## src/rtl/div_pkg.sv

```systemverilog
// Shared types for the pipelined restoring divider: stage payload and widths.
// Optional DIVIDER_ZERO_FLAG_EN adds a divide-by-zero flag to the payload.
package div_pkg;

  localparam int DIV_DATA_WIDTH     = 16;
  localparam int DIV_PIPELINE_DEPTH = 4;
  localparam int DIV_REM_WIDTH      = DIV_DATA_WIDTH + 1;

  typedef struct packed {
    logic [DIV_REM_WIDTH-1:0]  rem;
    logic [DIV_DATA_WIDTH-1:0] dividend;
    logic [DIV_DATA_WIDTH-1:0] divisor;
    logic [DIV_DATA_WIDTH-1:0] quotient;
    logic                      valid;
`ifdef DIVIDER_ZERO_FLAG_EN
    logic                      zero;
`endif
  } div_payload_t;

  // A set MSB on the result means the subtraction borrowed.
  function automatic logic [DIV_REM_WIDTH-1:0] div_trial(
    input logic [DIV_REM_WIDTH-1:0]  rem,
    input logic [DIV_DATA_WIDTH-1:0] divisor
  );
    return rem - {1'b0, divisor};
  endfunction

endpackage

```

## src/rtl/pipelined_array_divider_stage.sv

```systemverilog
// Combinational restoring-division slice resolving STEPS quotient bits MSB-first.
module pipelined_array_divider_stage
  import div_pkg::*;
#(
  parameter int STEPS = 4
) (
  input  div_payload_t payload_i,
  output div_payload_t payload_o
);

  div_payload_t               work_s;
  logic [DIV_REM_WIDTH-1:0]   shifted_s;
  logic [DIV_REM_WIDTH-1:0]   trial_s;

  // Unrolled shift/subtract/restore steps.
  always_comb begin
    work_s    = payload_i;
    shifted_s = '0;
    trial_s   = '0;
    for (int i = 0; i < STEPS; i++) begin
      shifted_s       = {work_s.rem[DIV_DATA_WIDTH-1:0], work_s.dividend[DIV_DATA_WIDTH-1]};
      trial_s         = div_trial(shifted_s, work_s.divisor);
      work_s.dividend = {work_s.dividend[DIV_DATA_WIDTH-2:0], 1'b0};
      if (trial_s[DIV_DATA_WIDTH] == 1'b0) begin
        work_s.rem      = trial_s;
        work_s.quotient = {work_s.quotient[DIV_DATA_WIDTH-2:0], 1'b1};
      end else begin
        work_s.rem      = shifted_s;
        work_s.quotient = {work_s.quotient[DIV_DATA_WIDTH-2:0], 1'b0};
      end
    end
    payload_o = work_s;
  end

endmodule

```

## src/rtl/pipelined_array_divider.sv

```systemverilog
// Fully pipelined unsigned restoring divider; owns all stage registers.
// Build option DIVIDER_ZERO_FLAG_EN adds divide_by_zero_o. DATA_WIDTH must match div_pkg.
module pipelined_array_divider
  import div_pkg::*;
#(
  parameter int DATA_WIDTH     = DIV_DATA_WIDTH,
  parameter int PIPELINE_DEPTH = DIV_PIPELINE_DEPTH
) (
  input  logic                  clk_i,
  input  logic                  rst_n_i,
  input  logic                  clk_en_i,
  input  logic [DATA_WIDTH-1:0] dividend_i,
  input  logic [DATA_WIDTH-1:0] divisor_i,
  input  logic                  data_valid_i,
  output logic [DATA_WIDTH-1:0] quotient_o,
  output logic [DATA_WIDTH-1:0] remainder_o,
  output logic                  data_valid_o
`ifdef DIVIDER_ZERO_FLAG_EN
  ,
  output logic                  divide_by_zero_o
`endif
);

  localparam int QUOTIENT_PER_STAGE = DATA_WIDTH / PIPELINE_DEPTH;

  div_payload_t entry_s;
  div_payload_t stage_in_s  [PIPELINE_DEPTH];
  div_payload_t stage_out_s [PIPELINE_DEPTH];
  div_payload_t stage_r     [PIPELINE_DEPTH];
  logic         unused_last_s;

  // Stage 0 starts from a zero partial remainder and the raw operands.
  always_comb begin
    entry_s          = '0;
    entry_s.dividend = dividend_i;
    entry_s.divisor  = divisor_i;
    entry_s.valid    = data_valid_i;
`ifdef DIVIDER_ZERO_FLAG_EN
    entry_s.zero     = (divisor_i == {DATA_WIDTH{1'b0}});
`endif
  end

  for (genvar g = 0; g < PIPELINE_DEPTH; g++) begin : g_stage
    if (g == 0) begin : g_first
      assign stage_in_s[g] = entry_s;
    end else begin : g_rest
      assign stage_in_s[g] = stage_r[g-1];
    end

    pipelined_array_divider_stage #(
      .STEPS(QUOTIENT_PER_STAGE)
    ) u_stage (
      .payload_i(stage_in_s[g]),
      .payload_o(stage_out_s[g])
    );
  end

  // Stage registers; data loads regardless of valid, everything holds when stalled.
  always_ff @(posedge clk_i or negedge rst_n_i) begin
    if (!rst_n_i) begin
      for (int k = 0; k < PIPELINE_DEPTH; k++) begin
        stage_r[k] <= '0;
      end
    end else if (clk_en_i) begin
      for (int k = 0; k < PIPELINE_DEPTH; k++) begin
        stage_r[k] <= stage_out_s[k];
      end
    end
  end

  assign quotient_o   = stage_r[PIPELINE_DEPTH-1].quotient;
  assign remainder_o  = stage_r[PIPELINE_DEPTH-1].rem[DATA_WIDTH-1:0];
  assign data_valid_o = stage_r[PIPELINE_DEPTH-1].valid;
`ifdef DIVIDER_ZERO_FLAG_EN
  assign divide_by_zero_o = stage_r[PIPELINE_DEPTH-1].zero;
`endif

  // Exhausted dividend, divisor and the remainder guard bit are dead at the last stage.
  assign unused_last_s = ^{stage_r[PIPELINE_DEPTH-1].rem[DATA_WIDTH],
                           stage_r[PIPELINE_DEPTH-1].dividend,
                           stage_r[PIPELINE_DEPTH-1].divisor};

endmodule

```

## config.mk

```make
export PLATFORM = sky130hd
export DESIGN_NAME = pipelined_array_divider
export DESIGN_NICKNAME = d
export VERILOG_FILES = /design/src/rtl/div_pkg.sv /design/src/rtl/pipelined_array_divider_stage.sv /design/src/rtl/pipelined_array_divider.sv
export SDC_FILE = /design/constraint.sdc
export NUM_CORES = 1
export LEC_CHECK = 0
export CORE_ASPECT_RATIO = 1.25
export CORE_MARGIN = 8
export CORE_UTILIZATION = 60
export CTS_BUF_LIST = sky130_fd_sc_hd__clkbuf_16
export DETAILED_ROUTE_END_ITERATION = 8
export GPL_TIMING_DRIVEN = 1
export PLACE_DENSITY = 0.86
export SETUP_SLACK_MARGIN = 0.15
export SKIP_LAST_GASP = 1
export SLEW_MARGIN = 30
export SYNTH_ARGS = -nofsm -noshare
export SYNTH_HDL_FRONTEND = slang
export SYNTH_SLANG_ARGS = --single-unit
```

## constraint.sdc

```tcl
create_clock -name clk_i -period 11.6 [get_ports clk_i]
set_input_delay 2.32 -clock clk_i [delete_from_list [all_inputs] [get_ports clk_i]]
set_output_delay 2.32 -clock clk_i [all_outputs]
set_load 0.05 [all_outputs]
```

# Word-level counts from Yosys, hierarchy flattened
# Index checks and enable logic that the tools add are counted.
word_totals:
  regBits: 180
  latchBits: 0
  ram_bits: 0
  mem_bits_ro: 0
  inputBits: 36
  output_inout_bits: 33
  wordCells: 66
  mem_count: 0
classes:
  n_addsub: 16
  n_mul: 0
  n_div: 0
  magnitude_cmp: 0
  n_eq_ne: 0
  n_shift: 0
  n_mux: 32
  bitwise: 0
  reduce_logical: 0
op_table:
  columns: ["operator", "count"]
  rows:
  - ["2-to-1 mux 16 bit", 16]
  - ["subtractor 17 x 16 -> 17 bit", 15]
  - ["subtractor 1 x 16 -> 17 bit", 1]
  - ["2-to-1 mux 1 bit", 16]

# Logic depth before layout (Yosys ltp)
logic_depth:
  depth_word: 8
  depth_mapped: 54
  mapped_depth_nobuf: 46

# By module
# From an unflattened synthesis, not the netlist that was laid out.
unflattened:
  hier_cells: 2854
  area_unflattened_um2: 26560.5
by_module_without_submodules:
  columns: ["module", "instances", "cells_each", "area_each_um2", "seq_area_each_um2"]
  rows:
  - ["pipelined_array_divider", 1, 489, 9412.8, 5780.5]
  - ["pipelined_array_divider_stage at g_stage[2].u_stage", 1, 607, 4506.8, 0.0]
  - ["pipelined_array_divider_stage at g_stage[1].u_stage", 1, 610, 4365.4, 0.0]
  - ["pipelined_array_divider_stage at g_stage[0].u_stage", 1, 573, 4180.3, 0.0]
  - ["pipelined_array_divider_stage at g_stage[3].u_stage", 1, 575, 4095.2, 0.0]

# Least setup slack after synthesis
# OpenSTA, ideal clock, no wires.
synth_timing:
  kind: "flip-flop to flip-flop"
  startpoint: "register stage_r, in the netlist stage_in_s[84]"
  endpoint: "register stage_r, in the netlist stage_in_s[55]"
  setup_time_ns: 0.137
  t_arrival_ns: 10.606
  required_ns: 11.463
  path_slack_ns: 0.857
  stages_incl_launch_ff: 52
  path_buffers: 10
  synth_period_minus_slack_ns: 10.743
  cell_sequence: "dfrtp_1 inv_1 fa_1 a211oi_1 o211ai_1 a211o_1 a32o_1 nor2_1 clkbuf_1 buf_1 nand2_1 o21ai_0 inv_1 fa_1 nor2b_1 o31ai_1 nor2b_1 o41ai_1 (+16 left out) buf_2 clkbuf_1 nor2_1 a21oi_1 ha_1 nor2b_1 o31a_1 o211a_1 o211ai_1 a31oi_1 a21boi_0 a211o_1 a21oi_1 a311o_1 buf_6 buf_6 a222oi_1 a21oi_1"
synth_between:
  elab_chain_cells: 8
synth_rtl:
  columns: ["item", "line", "text"]
  rows:
  - ["from (decl)", "pipelined_array_divider.sv:29", "div_payload_t stage_r [PIPELINE_DEPTH];"]
  - ["from (signal, indexed assignment)", "pipelined_array_divider.sv:66", "stage_r[k] <= stage_out_s[k];"]
  - ["subtractor 17 x 16 -> 17 bit", "div_pkg.sv:25", "return rem - {1'b0, divisor};"]
  - ["2-to-1 mux 16 bit", "pipelined_array_divider_stage.sv:24", "if (trial_s[DIV_DATA_WIDTH] == 1'b0) begin"]
  - ["subtractor 17 x 16 -> 17 bit", "div_pkg.sv:25", null]
  - ["2-to-1 mux 16 bit", "pipelined_array_divider_stage.sv:24", null]
  - ["subtractor 17 x 16 -> 17 bit", "div_pkg.sv:25", null]
  - ["2-to-1 mux 16 bit", "pipelined_array_divider_stage.sv:24", null]
  - ["subtractor 17 x 16 -> 17 bit", "div_pkg.sv:25", null]
  - ["2-to-1 mux 16 bit *", "pipelined_array_divider_stage.sv:24", null]
# Every way passes the cells marked *; elsewhere a longest branch is shown, timed or not.
# A chain may end at the register's enable or synchronous reset.

# Worst setup path after layout
layout_timing:
  startpoint: "register stage_r, in the netlist stage_in_s[17]"
  endpoint: "register stage_r, in the netlist remainder_o[0]"
layout_between:
  elab_chain_cells: 8
layout_rtl:
  columns: ["item", "line"]
  rows:
  - ["subtractor 17 x 16 -> 17 bit", "div_pkg.sv:25"]
  - ["2-to-1 mux 16 bit", "pipelined_array_divider_stage.sv:24"]
  - ["subtractor 17 x 16 -> 17 bit", "div_pkg.sv:25"]
  - ["2-to-1 mux 16 bit", "pipelined_array_divider_stage.sv:24"]
  - ["subtractor 17 x 16 -> 17 bit", "div_pkg.sv:25"]
  - ["2-to-1 mux 16 bit", "pipelined_array_divider_stage.sv:24"]
  - ["subtractor 17 x 16 -> 17 bit *", "div_pkg.sv:25"]
  - ["2-to-1 mux 16 bit *", "pipelined_array_divider_stage.sv:24"]
# Marked as above.

==> impl_metrics.py <==
metrics = {
    "die": {
        "io_pins": 69,
        "core_um2": 33400,
        "die_w_um": 180,
        "die_y_um": 222,
        "rows": 75,
        "die-area_um2": 40000,
        "start_util_pct": 60.7,
    },
    "grt": {
        "grt-ovfl-total": 0,
        "grt_max_degree": 122,
        "grt_use_total_pct": 28.2,
        "grt_pass1_wl_um": 93500,
        "grt_pass1_vias": 19000,
        "antenna_found_initial": 0,
    },
    "layout": {
        "instances_no_fill": 3041,
        "drive_gt1_share_pct": 11.8,
        "num-nets-final": 2898,
        "mostFrequentLayoutCells": "ha_1 (242), o21ai_0 (221), nor2_1 (217), nand2_1 (209), a21oi_1 (199)",
        "area_delta_synth_final_pct": 11.9,
        "num_antenna_cells": 0,
        "layout_commonest_cell": "ha_1",
        "final_area_um2": 22700,
        "nFillCells": 2741,
    },
    "sta": {
        "hold_viol": 0,
        "fin_tns_setup_ns": 0,
        "worstMarginPinSlew_ns": 0.846,
        "clock_skew_ns": 0.0185,
        "hold_ws_ns": 0.486,
        "maxSlewHeadroom_pct": 43.6,
        "min_period_ns": 10.84,
        "setup_viol": 0,
        "rsz0062_at_grt": "true",
        "finalCritPeriodShare_pct": 93.4,
        "fmax_mhz": 92.3,
        "drv_slew": 0,
    },
    "detailed_routing": {
        "antenna_left": 0,
        "drtPass1Iterations": 6,
        "routedWlPerCell_um": 19.1,
        "drtIter0Drc": 1381,
        "drt_wl_total_um": 58000,
        "drc_errors": 0,
        "vias_per_cell": 6.36,
        "vias": 19300,
    },
    "setup_path": {
        "critPathCaptureType": "register",
        "reg2reg_slack_ns": 0.76,
        "ff2ff_path_depth": 39,
        "cp.required_ns": 11.95,
        "critical-path-max-stage-delay_ns": 0.48,
        "cpMaxStageDelayCell": "o41a_1",
        "path_class": "register to register",
        "worstPathArrival_ns": 11.19,
        "cp_common_cell": "ha_1",
        "critPathMaxFanout": 17,
        "start_kind": "register",
    },
    "synth": {
        "synthArstFlopShare_pct": 100,
        "yosysWarningCount": 0,
        "syn_area_um2": 20300,
        "avgSynthCellArea_um2": 8.11,
        "ys_ff_latch": 180,
        "yosys_most_used_dff": "dfrtp_1",
        "synth_cell_type_count": 87,
        "synth_edf_count": 0,
        "yosysSeqAreaShare_pct": 22.2,
        "synthCells": 2501,
    },
    "clock_network": {
        "clock-sinks": 180,
        "clk_pin_slew_ns": 0.08,
        "clockBufferDepth": 2,
        "cts_made_buffers": 17,
        "clockRootBuffer": "clkbuf_16",
        "h-tree-depth": 4,
        "clk_latency_ns": 0.46,
        "postCtsHoldBufs": 0,
        "cts_tree": "built",
    },
    "min_path": {
        "min_path_cells": 2,
        "hp-class": "register to register",
    },
    "run": {
        "drv_cap": 0,
    },
    "place": {
        "hpwl_um": 45900,
        "place_congestion": 0.954,
        "dpl_cell_area_um2": 21900,
        "port_buffers": 68,
        "dp.cells": 3003,
    },
    "run_status": {
        "outcome": "completed",
    },
}
## synth_stat cells, types with 18 or more instances
cell / number / share of area, %
a211oi_1: 18 / 0.67
a21o_1: 58 / 2.1
a21oi_1: 206 / 5.1
a31oi_1: 43 / 1.3
and3_1: 20 / 0.62
clkbuf_1: 64 / 1.2
dfrtp_1: 180 / 22
ha_1: 242 / 15
inv_1: 161 / 3.0
mux2_2: 114 / 6.3
mux2i_1: 32 / 1.6
nand2_1: 209 / 3.9
nand2b_1: 35 / 1.1
nand3_1: 65 / 1.6
nor2_1: 218 / 4.0
nor2b_1: 40 / 1.2
nor3_1: 44 / 1.1
o21a_1: 37 / 1.4
o21ai_0: 226 / 5.6
xnor2_1: 115 / 5.0
xor2_1: 65 / 2.8
## worst max-delay path, delay by kind of cell, from the launching register on
kind                     cells  cell delay, ns
flip-flops                   1            0.45
buffers and inverters        1            0.06
XOR/XNOR                     1            0.26
AO/OA/AOI/OAI               23            6.12
adder cells (fa/ha/maj)      5            1.70
AND/OR/NAND/NOR              7            1.38
multiplexers                 2            0.75
## stage by stage
step / util [%] / setup WS (ns)
finish: 67.9 / 0.765
global route: 67.9 / 0.108
CTS: 67.3 / 0.177
detailed placement: 65.5 / 0.0433
global placement: 65.5 / 0.377
floorplan: - / 0.857
## worst paths after layout
path,to,start
max in group asynchronous,stage_in_s[18],rst_n_i
min in group asynchronous,stage_in_s[179],rst_n_i
worst max register to register,remainder_o[0],stage_in_s[17]
worst max-delay path,remainder_o[0],stage_in_s[17]
worst min register to register,stage_in_s[111],stage_in_s[173]
worst min-delay path,stage_in_s[111],stage_in_s[173]
## sequential cells by signal, summed over array words and instances (netlist names)
| register | cells |
|---|---|
| quotient_o | 16 |
| data_valid_o | 1 |
| stage_in_s | 147 |
| remainder_o | 16 |
## metal layers
metal  up-vias  global-route usage [%]  wire [um]
met2       610                    51.1      29300
li1       9272                       -          -
met1      9244                    31.4      22800
met3       206                    3.21       2400
met5         -                       0          0
met4         0                    16.6       3480
## area by class of cell
type	count	area [um^2]	area share, %
clock inverter	15	184	0.811
multi-input combinational	2088	15100	66.4
inverter	162	608	2.68
timing repair buffer	156	1380	6.07
clock buffer	17	425	1.88
sequential	180	4510	19.9
tap	423	529	2.33
## repair_timing
action,CTS,global route
pin swaps,0,5
endpoints found under the setup margin,13,68
setup buffers,0,5
resized for setup,2,38
cloned,0,1
## kinds of logic after synthesis
logic type	synth area share, %
xor gates and xnor gates	7.94
other	0.0185
AOI/OAI and AO/OA	23.7
buffers and inverters	4.57
muxes	8.02
adders and majority gates	16.6
and+or+nand+nor	17.0
DFF	22.2
Power is left out: the tool's default activity adds up to more than one toggle a clock period on the data nets, which glitch-free logic cannot reach.
